--- src/rtl/div_even_monitor_if.sv ---
// Bundle between an even-divider output and its receive-side monitor.
// The monitor takes the slave modport; the divider side / bench takes master.
interface div_even_monitor_if #(
    parameter int CW = 8
) ();
    logic          div_in;
    logic [CW-1:0] period_o;
    logic [CW-1:0] high_o;
    logic          meas_vld;
    logic          locked;
    logic          err;

    modport master (
        output div_in,
        input  period_o, high_o, meas_vld, locked, err
    );

    modport slave (
        input  div_in,
        output period_o, high_o, meas_vld, locked, err
    );
endinterface

--- src/rtl/div_even_monitor.sv ---
// Receive-side checker for an even clock divider: measures period/high time of div_in
// in clkin cycles, locks after LOCK_CNT good periods. Option: DIV_MON_STICKY_ERR_EN.
module div_even_monitor #(
    parameter int NUM      = 6,
    parameter int FEN      = NUM / 2,
    parameter int CW       = 8,
    parameter int LOCK_CNT = 4
) (
    input  logic              clkin,
    input  logic              rst_n,
    div_even_monitor_if.slave mon
);
    localparam int GW = $clog2(LOCK_CNT + 1);

    localparam logic [CW-1:0] NUM_C   = CW'(NUM);
    localparam logic [CW-1:0] FEN_C   = CW'(FEN);
    localparam logic [CW-1:0] STALL_C = CW'(2 * NUM);
    localparam logic [CW-1:0] CNT_MAX = '1;
    localparam logic [GW-1:0] LOCK_C  = GW'(LOCK_CNT);

    typedef enum logic [1:0] {
        IDLE,
        ACQ,
        LOCKED
    } state_e;

    state_e        state_q, state_d;
    logic          div_q;
    logic [CW-1:0] per_cnt_q, per_cnt_d;
    logic [CW-1:0] hi_cnt_q, hi_cnt_d;
    logic [GW-1:0] good_q, good_d;
    logic [CW-1:0] period_q, period_d;
    logic [CW-1:0] high_q, high_d;
    logic          vld_q, vld_d;
    logic          locked_q, locked_d;
    logic          err_q, err_d;

    logic rise;
    logic match;
    logic stall;
    logic err_evt;

    always_ff @(posedge clkin or negedge rst_n) begin
        if (!rst_n) begin
            state_q   <= IDLE;
            div_q     <= 1'b0;
            per_cnt_q <= '0;
            hi_cnt_q  <= '0;
            good_q    <= '0;
            period_q  <= '0;
            high_q    <= '0;
            vld_q     <= 1'b0;
            locked_q  <= 1'b0;
            err_q     <= 1'b0;
        end else begin
            state_q   <= state_d;
            div_q     <= mon.div_in;
            per_cnt_q <= per_cnt_d;
            hi_cnt_q  <= hi_cnt_d;
            good_q    <= good_d;
            period_q  <= period_d;
            high_q    <= high_d;
            vld_q     <= vld_d;
            locked_q  <= locked_d;
            err_q     <= err_d;
        end
    end

    always_comb begin
        rise  = mon.div_in & ~div_q;
        // Measurement uses the pre-update counts, i.e. the period that just ended.
        match = (per_cnt_q == NUM_C) && (hi_cnt_q == FEN_C);
        // A rise on the stall-threshold cycle is a normal (if mismatched) period.
        stall = !rise && (per_cnt_q == STALL_C) && (state_q != IDLE);

        if (rise)                     per_cnt_d = CW'(1);
        else if (per_cnt_q != CNT_MAX) per_cnt_d = per_cnt_q + CW'(1);
        else                          per_cnt_d = per_cnt_q;

        if (rise)                                    hi_cnt_d = CW'(1);
        else if (mon.div_in && (hi_cnt_q != CNT_MAX)) hi_cnt_d = hi_cnt_q + CW'(1);
        else                                         hi_cnt_d = hi_cnt_q;

        state_d  = state_q;
        good_d   = good_q;
        period_d = period_q;
        high_d   = high_q;
        vld_d    = 1'b0;
        err_evt  = 1'b0;

        case (state_q)
            IDLE: begin
                if (rise) state_d = ACQ;
            end
            ACQ: begin
                if (rise) begin
                    period_d = per_cnt_q;
                    high_d   = hi_cnt_q;
                    vld_d    = 1'b1;
                    if (match) begin
                        good_d = good_q + GW'(1);
                        if (good_q + GW'(1) == LOCK_C) state_d = LOCKED;
                    end else begin
                        good_d  = '0;
                        err_evt = 1'b1;
                    end
                end else if (stall) begin
                    good_d  = '0;
                    err_evt = 1'b1;
                    state_d = IDLE;
                end
            end
            LOCKED: begin
                if (rise) begin
                    period_d = per_cnt_q;
                    high_d   = hi_cnt_q;
                    vld_d    = 1'b1;
                    if (!match) begin
                        good_d  = '0;
                        err_evt = 1'b1;
                        state_d = ACQ;
                    end
                end else if (stall) begin
                    good_d  = '0;
                    err_evt = 1'b1;
                    state_d = IDLE;
                end
            end
            default: begin
                good_d  = '0;
                state_d = IDLE;
            end
        endcase

        locked_d = (state_d == LOCKED);

`ifdef DIV_MON_STICKY_ERR_EN
        err_d = err_q | err_evt;
`else
        err_d = err_evt;
`endif
    end

    assign mon.period_o = period_q;
    assign mon.high_o   = high_q;
    assign mon.meas_vld = vld_q;
    assign mon.locked   = locked_q;
    assign mon.err      = err_q;

endmodule

--- src/flat_wrapper.sv ---
// flat-port wrapper written by rule: the top's interface ports become plain ports
module div_even_monitor_flat 
#(
    parameter int NUM      = 6,
    parameter int FEN      = NUM / 2,
    parameter int CW       = 8,
    parameter int LOCK_CNT = 4
)
  (clkin, rst_n, mon_div_in, mon_period_o, mon_high_o, mon_meas_vld, mon_locked, mon_err);
  div_even_monitor_if #(.CW(CW)) mon_i ();
  input  logic clkin;
  input  logic rst_n;
  input wire logic [$bits(mon_i.div_in)-1:0] mon_div_in;
  output wire logic [$bits(mon_i.period_o)-1:0] mon_period_o;
  output wire logic [$bits(mon_i.high_o)-1:0] mon_high_o;
  output wire logic [$bits(mon_i.meas_vld)-1:0] mon_meas_vld;
  output wire logic [$bits(mon_i.locked)-1:0] mon_locked;
  output wire logic [$bits(mon_i.err)-1:0] mon_err;
  assign mon_i.div_in = mon_div_in;
  assign mon_period_o = mon_i.period_o;
  assign mon_high_o = mon_i.high_o;
  assign mon_meas_vld = mon_i.meas_vld;
  assign mon_locked = mon_i.locked;
  assign mon_err = mon_i.err;
  div_even_monitor #(.NUM(NUM), .FEN(FEN), .CW(CW), .LOCK_CNT(LOCK_CNT)) u_core (.clkin(clkin), .rst_n(rst_n), .mon(mon_i));
endmodule
--- config.mk ---
export PLATFORM = sky130hd
export DESIGN_NAME = div_even_monitor_flat
export DESIGN_NICKNAME = d
export VERILOG_FILES = /design/src/rtl/div_even_monitor_if.sv /design/src/rtl/div_even_monitor.sv /design/src/flat_wrapper.sv
export SDC_FILE = /design/constraint.sdc
export NUM_CORES = 1
export LEC_CHECK = 0
export ABC_AREA = 1
export ABC_CLOCK_PERIOD_IN_PS = 3730
export CELL_PAD_IN_SITES_DETAIL_PLACEMENT = 0
export CELL_PAD_IN_SITES_GLOBAL_PLACEMENT = 2
export CORE_MARGIN = 2
export CORE_UTILIZATION = 30
export DETAILED_ROUTE_END_ITERATION = 16
export PLACE_DENSITY = 0.79
export SLEW_MARGIN = 20
export SYNTH_ARGS = -nofsm -noshare
export SYNTH_HDL_FRONTEND = slang
export SYNTH_SLANG_ARGS = --single-unit
--- constraint.sdc ---
create_clock -name clkin -period 3.73 [get_ports clkin]
set_input_delay 0.9325 -clock clkin [delete_from_list [all_inputs] [get_ports clkin]]
set_output_delay 0.9325 -clock clkin [all_outputs]
set_load 0.01 [all_outputs]
Yosys cells after proc, flatten, opt, wreduce, memory -nomap -nowiden
Cells that the tools add are included.
Storage, ports and cells
  bits in registers: 41
  output and inout bits: 19
  logic and storage cells: 62
Cells by class
  $add $sub $neg: 3
  equal/unequal tests: 10
  muxes and demuxes: 24
  bitwise gates (word level): 3
  reduce and logical (&&, ||, !) cells: 12
Operator list (number)
  two-way mux 8 bit: 4
  adder 8 x 1 -> 8 bit (second input constant): 2
  != test 8 bit (second input constant): 2
  two-way mux 3 bit: 5
  two-way mux 2 bit: 7
  case mux 3 bit (3 select lines): 1
  equality test 8 x 2 -> 1 bit (second input constant): 1
  equality test 8 x 3 -> 1 bit (second input constant): 1
  equality test 8 x 4 -> 1 bit (second input constant): 1
  two-way mux 1 bit: 6
  case mux 2 bit (3 select lines): 1
  nonzero test 2 bit: 3
  equality test 2 bit (second input constant): 2
  logical AND 1 bit: 4
  AND reduction 2 bit: 2
  adder 3 x 1 -> 3 bit (second input constant): 1
  equality test 3 bit (second input constant): 1
  != test 3 bit (second input constant): 1
  equality test 2 x 1 -> 1 bit (second input constant): 1
  zero test 2 bit: 1
  NOT 1 bit: 2
  OR reduction 2 bit: 1
  AND 1 bit: 1
  zero test 1 bit: 1

Longest topological paths before layout
Gate-level depths: netlist (run 1).
  word-level depth: 9
  gate-level depth with buffers: 12
  mapped depth without buffers: 12

Worst setup path before layout (run 1)
OpenSTA, ideal clock, no wires.
  path type: in2reg
  start point: in mon_div_in
  end point: reg u_core.locked_q (netlist: u_core.mon.locked)
  data arrival time: 1647 ps
  path slack: 2011 ps
  stages on the path: 9
  path through: inv_2 > nor2_4 > buf_2 > nand4_1 > nand2_1 > nand2_1 > nand2_1 > nand2_1 > nor2_1
Between the ends
  cells in the longest elaborated chain, start to end: 8
Ends and longest elaborated chain
  start, declared: RTL line flat_wrapper.sv:13  | input wire logic [$bits(mon_i.div_in)-1:0] mon_div_in;
  AND 1 bit *: RTL line div_even_monitor.sv:70  | rise = mon.div_in & ~div_q;
  zero test 1 bit: RTL line div_even_monitor.sv:74  | stall = !rise && (per_cnt_q == STALL_C) && (state_q != IDLE);
  logical AND 1 bit (2 in a row): RTL line div_even_monitor.sv:74
  two-way mux 2 bit: RTL line div_even_monitor.sv:107, div_even_monitor.sv:123
  two-way mux 2 bit (on tied branches): RTL line div_even_monitor.sv:114, div_even_monitor.sv:96
  case mux 2 bit (3 select lines) *: RTL line div_even_monitor.sv:91  | case (state_q)
  equality test 2 bit *: RTL line div_even_monitor.sv:135  | locked_d = (state_d == LOCKED);
  net u_core.locked_d: RTL line div_even_monitor.sv:35  | logic locked_q, locked_d;
  end signal, assigned: RTL line div_even_monitor.sv:64  | locked_q <= locked_d;
  end, declared: RTL line div_even_monitor.sv:35
Mark *: on every way through the listed nets, which the timed path passes. The rest lies on a longest branch.
A chain may end at the register's enable or synchronous reset.

Final worst setup path (run 1)
  start point: in mon_div_in
  end point: reg u_core.high_q[2] (netlist: u_core.mon.high_o[2])
Between the ends
  cells in the longest elaborated chain, start to end: 2
Ends and longest elaborated chain
  AND 1 bit: RTL line div_even_monitor.sv:70
  AND reduction 2 bit (no line)
  end signal, assigned: RTL line div_even_monitor.sv:62  | high_q <= high_d;
  end, declared: RTL line div_even_monitor.sv:33  | logic [CW-1:0] high_q, high_d;
No other way between the ends.

==> impl_results.rst, run 1 <==
.. list-table::
   :header-rows: 1

   * - Metric
     - Value
   * - Status
     - complete, no violations
   * - Hold Path Stages
     - 2
   * - Period minus WS final
     - about 2500 ps
   * - Clock Pin Slew Worst Setup and Hold Paths
     - 80 ps
   * - Standard-cell rows
     - 30
   * - Synthesized-area fraction occupied by ao, oa, aoi and oai cells
     - 10.6%
   * - Fin worst setup slack
     - approximately 1200 ps
   * - Share of cells above drive strength 1
     - under 10%
   * - Final-layout setup total negative slack
     - 0 ps
   * - Kind of start point of the critical path
     - input port
   * - Slew @ Worst Pin
     - 938 ps
   * - Remaining Overflow, GRT
     - 0
   * - Number of synthesized register bits
     - 41
   * - Final hold slack
     - 476 ps
   * - Number of cells on the worst reg-to-reg path
     - 6
   * - Initial antenna violation count
     - 0
   * - Sinks on the clock net
     - 41
   * - Ant diodes
     - 0
   * - Multiplexer area fraction after synthesis
     - 0%
   * - Final setup vio count
     - 0
   * - Area growth from synthesis to layout
     - 19.0%
   * - Post-DRT Antenna Nets
     - 0
   * - Placed cells
     - roughly 340
   * - Vias per std cell
     - 4.60
   * - Fraction of synthesized cell area taken by the top area cell type
     - 49.7%
   * - CTS buffer count
     - 5
   * - Clock root cell
     - sky130_fd_sc_hd__clkbuf_8
   * - Clock latency reported for the late side of the worst-skew pair
     - 290 ps
   * - DR WL/cell
     - 12.2 µm
   * - Max clock buf depth
     - 2
   * - Peak fanout along the critical path
     - 31
   * - Via count
     - approximately 1,600
   * - Horizontal die dimension
     - 87.0 µm
   * - Number of gates resized after cts
     - 0
   * - Pin count of the biggest net entering global routing
     - 42
   * - Synthesized-area fraction occupied by adder cells
     - 6.06%
   * - Sequential share of the synthesized area
     - approximately half
   * - Total track usage
     - 12.7%
   * - Post-synthesis area per instance
     - 8.46 µm²
   * - Net count after synthesis
     - between 200 and 300
   * - Unrepaired setup endpoints after global routing
     - false
   * - Final instance count without filler cells
     - 348
   * - Die H
     - 87.0 µm
   * - Cell types occupying the most area after synthesis
     - sky130_fd_sc_hd__dfrtp_1, sky130_fd_sc_hd__nand2_1, sky130_fd_sc_hd__ha_1
   * - Via count of the first global-routing pass
     - ~1,600
   * - Number of buffers inserted to repair setup after CTS
     - 0
   * - Period utilization
     - 66.9%
   * - Main combinational cell family by area after synthesis
     - simple AND/OR/NAND/NOR gates
   * - CP Data Required Time
     - 3880 ps
   * - Dominant cell type by area after synthesis
     - sky130_fd_sc_hd__dfrtp_1
   * - Clock H-tree levels
     - 2
   * - IR drop worst, VDD
     - 215 µV
   * - Clk pwr share
     - between 20% and 30%
   * - Final GP Congestion
     - around 0.74
   * - Max transition margin
     - about 37%
   * - Register share of total power
     - 43.3%
   * - Count of buffers from port buffering
     - 21
   * - Pre-Repair DR Iteration Count
     - 4
   * - Endpoints failing hold
     - 0
   * - Mapped cell area
     - between 2000 and 2500 µm²
   * - Comb pwr share
     - a little under a third
   * - Internal power
     - 916 µW
   * - Total core area
     - 6720 µm²
   * - Switching power
     - roughly 440 µW
   * - Post-Syn Instances
     - 244
   * - Synthesized-area fraction occupied by and/or/nand/nor cells
     - 25.8%
   * - Nature of the critical path endpoint
     - flip-flop
   * - Count of nets after finishing
     - between 200 and 300
   * - Global-route wire length before repair
     - 7.55 mm
   * - Yosys synthesis warning count
     - 0
   * - Areal power density over the cells
     - 553 nW/µm²
   * - Die area
     - 7560 µm²
   * - Worst Path Class, Setup
     - in -> reg
   * - Detailed-placement wirelength estimate
     - 3.05 mm
   * - Worst slack, placed
     - just over 900 ps
   * - # fillers
     - 708
   * - Type of the worst min-delay path
     - reg -> reg
   * - Max Fclk
     - 0.401 GHz
   * - Xor-xnor portion of the synthesized cell area
     - 1.27%
   * - Max Cap Violations
     - 0
   * - Distinct cell type count of the synthesized netlist
     - 27
   * - Data arrival time of the critical path
     - 2640 ps
   * - DR iter-0 viols
     - 103
   * - Cell leakage power
     - ~0.0012 µW
   * - Hold-fix buffers at CTS
     - 0
   * - Drc violations
     - 0
   * - Total wirelength of the detailed-routed design
     - about 4.2 mm
   * - Starting density of the core
     - 30.7%
   * - Post-route clock skew
     - just under 7 ps
   * - Max-slew violation count
     - 0
   * - Clock tree from TritonCTS
     - done
   * - Number of placed I/O pins
     - 22
   * - Switching Share
     - 32.6%
synth_stat cells:
cell / count
sky130_fd_sc_hd__a21oi_1: 6
sky130_fd_sc_hd__a31oi_1: 2
sky130_fd_sc_hd__buf_2: 4
sky130_fd_sc_hd__clkbuf_1: 1
sky130_fd_sc_hd__dfrtp_1: 41
sky130_fd_sc_hd__ha_1: 10
sky130_fd_sc_hd__inv_1: 27
sky130_fd_sc_hd__inv_2: 3
sky130_fd_sc_hd__nand2_1: 51
sky130_fd_sc_hd__nand2_2: 3
sky130_fd_sc_hd__nand3_1: 16
sky130_fd_sc_hd__nand3_2: 1
sky130_fd_sc_hd__nand3b_1: 1
sky130_fd_sc_hd__nand4_1: 5
sky130_fd_sc_hd__nor2_1: 21
sky130_fd_sc_hd__nor2_2: 2
sky130_fd_sc_hd__nor2_4: 1
sky130_fd_sc_hd__nor3_1: 7
sky130_fd_sc_hd__nor3_2: 2
sky130_fd_sc_hd__nor3_4: 1
sky130_fd_sc_hd__nor4_2: 1
sky130_fd_sc_hd__o21ai_0: 23
sky130_fd_sc_hd__o21ai_1: 10
sky130_fd_sc_hd__o21bai_2: 1
sky130_fd_sc_hd__or2_2: 1
sky130_fd_sc_hd__xnor2_1: 1
sky130_fd_sc_hd__xor2_1: 2
critical path, cell delays in order:
cell and delay (ps):
sky130_fd_sc_hd__clkdlybuf4s50_1 490, sky130_fd_sc_hd__inv_2 100, sky130_fd_sc_hd__nor2_4 40, sky130_fd_sc_hd__inv_2 240, sky130_fd_sc_hd__nor2_2 80, sky130_fd_sc_hd__inv_1 580, sky130_fd_sc_hd__o21ai_0 160
area by class of cell:
class                      instances  area (µm²)  area share [%]
inverter                          30         113            4.58
multi-input combinational        168         902            36.7
timing repair buffer              22         213            8.66
clock buffer                       5        68.8            2.80
sequential                        41        1030            41.8
tap                               80         100            4.07
clock inverter                     2        35.0            1.43
layer usage:
metal	global-route usage, %	routed length, µm	vias to the layer above
met1	17.6	2160	735
met2	19.7	1900	21
met3	2.84	100	4
met4	3.84	65	0
met5	0	0	-
li1	-	-	841
sequential cells by signal, summed over array words and instances, names as in the netlist:
name	cells
u_core.hi_cnt_q	8
u_core.mon.high_o	8
u_core.mon.period_o	8
u_core.per_cnt_q	8
u_core.good_q	3
u_core.state_q	2
u_core.div_q	1
u_core.mon.err	1
u_core.mon.locked	1
u_core.mon.meas_vld	1
cell usage in the layout (no fill, tap or decap):
cell,synthesis,final
sky130_fd_sc_hd__a21oi_1,6,6
sky130_fd_sc_hd__a31oi_1,2,2
sky130_fd_sc_hd__buf_2,4,1
sky130_fd_sc_hd__buf_4,0,1
sky130_fd_sc_hd__bufinv_16,0,1
sky130_fd_sc_hd__clkbuf_8,0,5
sky130_fd_sc_hd__clkdlybuf4s50_1,0,20
sky130_fd_sc_hd__clkinv_2,0,1
sky130_fd_sc_hd__dfrtp_1,41,41
sky130_fd_sc_hd__ha_1,10,10
sky130_fd_sc_hd__inv_1,27,27
sky130_fd_sc_hd__inv_2,3,3
sky130_fd_sc_hd__nand2_1,51,51
sky130_fd_sc_hd__nand2_2,3,3
sky130_fd_sc_hd__nand3_1,16,16
sky130_fd_sc_hd__nand3_2,1,1
sky130_fd_sc_hd__nand3b_1,1,1
sky130_fd_sc_hd__nand4_1,5,5
sky130_fd_sc_hd__nor2_1,21,21
sky130_fd_sc_hd__nor2_2,2,2
sky130_fd_sc_hd__nor2_4,1,1
sky130_fd_sc_hd__nor3_1,7,7
sky130_fd_sc_hd__nor3_2,2,2
sky130_fd_sc_hd__nor3_4,1,1
sky130_fd_sc_hd__nor4_2,1,1
sky130_fd_sc_hd__o21ai_0,23,23
sky130_fd_sc_hd__o21ai_1,10,10
sky130_fd_sc_hd__o21bai_2,1,1
sky130_fd_sc_hd__or2_2,1,1
sky130_fd_sc_hd__xnor2_1,1,1
sky130_fd_sc_hd__xor2_1,2,2
metrics by stage:
step	area, µm²	utilization (%)	total power [µW]
6_report	2460	36.6	1360
5_1_grt	2460	36.6	1480
4_1_cts	2460	36.6	1380
3_5_place_dp	2350	35.0	1030
3_3_place_gp	2350	35.0	1030
2_1_floorplan	2060	-	852
power by group through the flow:
stage          Sequential [µW]  Clock, µW  Combinational, µW
2_1_floorplan              614          0                239
3_3_place_gp               597          0                432
3_5_place_dp               598          0                433
4_1_cts                    589        360                434
5_1_grt                    601        384                490
6_report                   588        346                425
final timing paths:
check	to	slack (ps)	start
worst max-delay path	u_core.mon.high_o[2]	1230	mon_div_in
worst min-delay path	u_core.mon.period_o[6]	480	u_core.mon.period_o[6]
max in group asynchronous	u_core.mon.meas_vld	2370	rst_n
worst max register to register	u_core.mon.high_o[2]	1770	u_core.state_q[0]
min in group asynchronous	u_core.mon.locked	780	rst_n
worst min register to register	u_core.mon.period_o[6]	480	u_core.mon.period_o[6]
logic make-up (layout without fill, tap and decap cells):
logic type | after synthesis | after routing
buffers and inverters | 35 | 59
DFF | 41 | 41
adders and majority gates | 10 | 10
xor gates and xnor gates | 3 | 3
and+or+nand+nor | 113 | 113
AOI/OAI and AO/OA | 42 | 42
Note: power is estimated with default switching activity, not from simulation.
==> run 2: changes to the inputs <==
ABC_CLOCK_PERIOD_IN_PS = 2300   (was 3730)
clock period = 2.3 ns   (was 3.73 ns; I/O delays follow)
==> impl_results.rst, run 2 (synthesis gave the netlist of run 1 again) <==
.. list-table::
   :header-rows: 1

   * - Metric
     - Value
   * - Count of buffers from port buffering
     - 21
   * - Post-route clock skew
     - 9.71 ps
   * - Via count
     - approximately 1,600
   * - Clock latency reported for the late side of the worst-skew pair
     - 300 ps
   * - Hold-fix buffers at CTS
     - 0
   * - Most frequent cells in the layout
     - sky130_fd_sc_hd__nand2_1, sky130_fd_sc_hd__dfrtp_1, sky130_fd_sc_hd__inv_1
   * - CTS buffer count
     - 5
   * - Global-route wire length before repair
     - 7.44 mm
   * - Vias per std cell
     - 4.55
   * - Number of buffers inserted to repair setup after CTS
     - 0
   * - Nature of the critical path endpoint
     - flip-flop
   * - DR WL/cell
     - between 10 and 15 µm
   * - IR drop worst, VDD
     - approximately 230 µV
   * - Drc violations
     - 0
   * - DR iter-0 viols
     - 72
   * - Utilization after layout
     - between 30% and 40%
   * - Met1 capacity usage during global routing
     - 16.9%
   * - WP buf/inv
     - 4
   * - Unrepaired setup endpoints after global routing
     - false
   * - Cell leakage power
     - roughly 0.0012 µW
   * - Max-slew violation count
     - 0
   * - Number of gates resized after cts
     - 0
   * - Crit-path most repeated cell
     - sky130_fd_sc_hd__inv_2
   * - Type of the worst min-delay path
     - in -> async
   * - Clock root cell
     - sky130_fd_sc_hd__clkbuf_8
   * - Area growth from synthesis to layout
     - 19.8%
   * - Total core area
     - 6720 µm²
   * - Areal power density over the cells
     - 855 nW/µm²
   * - Remaining Overflow, GRT
     - 0
   * - Fin worst setup slack
     - 401 ps
   * - Slowest stage cell on the critical path
     - sky130_fd_sc_hd__clkdlybuf4s50_1
   * - Data arrival time of the critical path
     - about 2100 ps
   * - Horizontal die dimension
     - a little under 90 µm
   * - Clock tree from TritonCTS
     - done
   * - Detailed-placement wirelength estimate
     - 3.21 mm
   * - Max Cap Violations
     - 0
   * - Total track usage
     - 12.5%
   * - Clock Pin Slew Worst Setup and Hold Paths
     - around 70 ps
   * - Final-layout setup total negative slack
     - 0 ps
   * - Max transition margin
     - 56.0%
   * - Peak fanout along the critical path
     - 15
   * - Met2 track demand over resource in global routing
     - 19.8%
   * - Period utilization
     - between 80 and 90%
   * - Slew @ Worst Pin
     - ~660 ps
   * - Cell class contributing the biggest share of worst-path delay
     - buffers and inverters
   * - Pre-Repair DR Iteration Count
     - 4
   * - Ant diodes
     - 0
   * - Clock H-tree levels
     - 2
   * - Endpoints failing hold
     - 0
   * - Kind of start point of the critical path
     - input port
   * - Via count of the first global-routing pass
     - around 1,500
   * - Die H
     - 87.0 µm
   * - Start point of the critical path
     - mon_div_in
   * - Post-DRT Antenna Nets
     - 0
   * - Most common library cell in the layout ignoring fill and taps
     - sky130_fd_sc_hd__nand2_1
   * - Number of placed I/O pins
     - 22
   * - Largest stage delay, worst path
     - 490 ps
   * - Cells along the critical path
     - clkdlybuf4s50_1, inv_2, nor2_4, inv_2, buf_4, o21bai_2, nor2_1, nand3b_1, nand2_1
   * - Post-placement cell area
     - 2390 µm²
   * - Die area
     - 7560 µm²
   * - Sinks on the clock net
     - roughly 40
   * - Status
     - complete, no violations
   * - Max Fclk
     - 0.527 GHz
   * - Max clock buf depth
     - 2
   * - Period minus WS final
     - 1900 ps
   * - Met3 track demand over resource in global routing
     - 2.84%
   * - Share of cells above drive strength 1
     - 10.9%
   * - Final Instance Area
     - 2470 µm²
   * - Initial antenna violation count
     - 0
   * - CP Data Required Time
     - 2480 ps
   * - Final hold slack
     - 300 ps
   * - Most Crowded Layer GR
     - met2
   * - Starting density of the core
     - 30.7%
   * - Count of nets after finishing
     - 286
   * - Worst Path Class, Setup
     - in -> reg
   * - Worst slack, placed
     - 95.8 ps
   * - Final setup vio count
     - 0
   * - Total wirelength of the detailed-routed design
     - 4.35 mm
   * - Final GP Congestion
     - ~0.76
   * - Reg-to-reg critical path startpoint
     - u_core.per_cnt_q[0]
   * - Standard-cell rows
     - 30
   * - Pin count of the biggest net entering global routing
     - 32
run 2: per-stage QoR:
stage,total power (µW),instances
after floorplan,1380,244
after global placement,1680,346
after detailed placement,1680,346
after CTS,2150,354
after global routing,2280,354
final,2120,354
run 2: path summary, 6_finish.rpt:
path | endpoint | slack, ps | cells after the start
setup reg to reg | u_core.good_q[2] | 560 | 9
setup / recovery | u_core.good_q[2] | 400 | 9
hold reg to reg | u_core.mon.period_o[6] | 470 | 2
hold / removal | u_core.div_q | 300 | 1
max in group asynchronous | u_core.mon.meas_vld | 1360 | 2
min in group clkin | u_core.mon.period_o[6] | 470 | 2
run 2: layer usage:
metal	vias up	routed length [µm]
li1	849	-
met1	734	2220
met2	23	1920
met3	5	135
met4	0	71
met5	-	0
run 2: area by class of cell:
cell class                      instances  area [µm²]
Sequential cell                        41        1030
Timing Repair Buffer                   27         250
Clock buffer                            6        72.6
Tap cell                               80         100
Clock inverter                          2        10.0
Inverter                               30         113
Multi-Input combinational cell        168         902
Fill cell                             704        4250
run 2: worst reg2reg max path, stage by stage (launching register included):
cell and delay (ps):
sky130_fd_sc_hd__dfrtp_1 400, sky130_fd_sc_hd__inv_1 210, sky130_fd_sc_hd__ha_1 210, sky130_fd_sc_hd__nand3_1 90, sky130_fd_sc_hd__nor2_1 150, sky130_fd_sc_hd__nand3_1 110, sky130_fd_sc_hd__o21bai_2 200, sky130_fd_sc_hd__nor2_1 110
sky130_fd_sc_hd__nand3b_1 90, sky130_fd_sc_hd__nand2_1 50
run 2: power breakdown:
group	switching, µW	total, µW	internal [µW]
combinational	381	700	319
clock	249	460	211
sequential	97.9	956	858
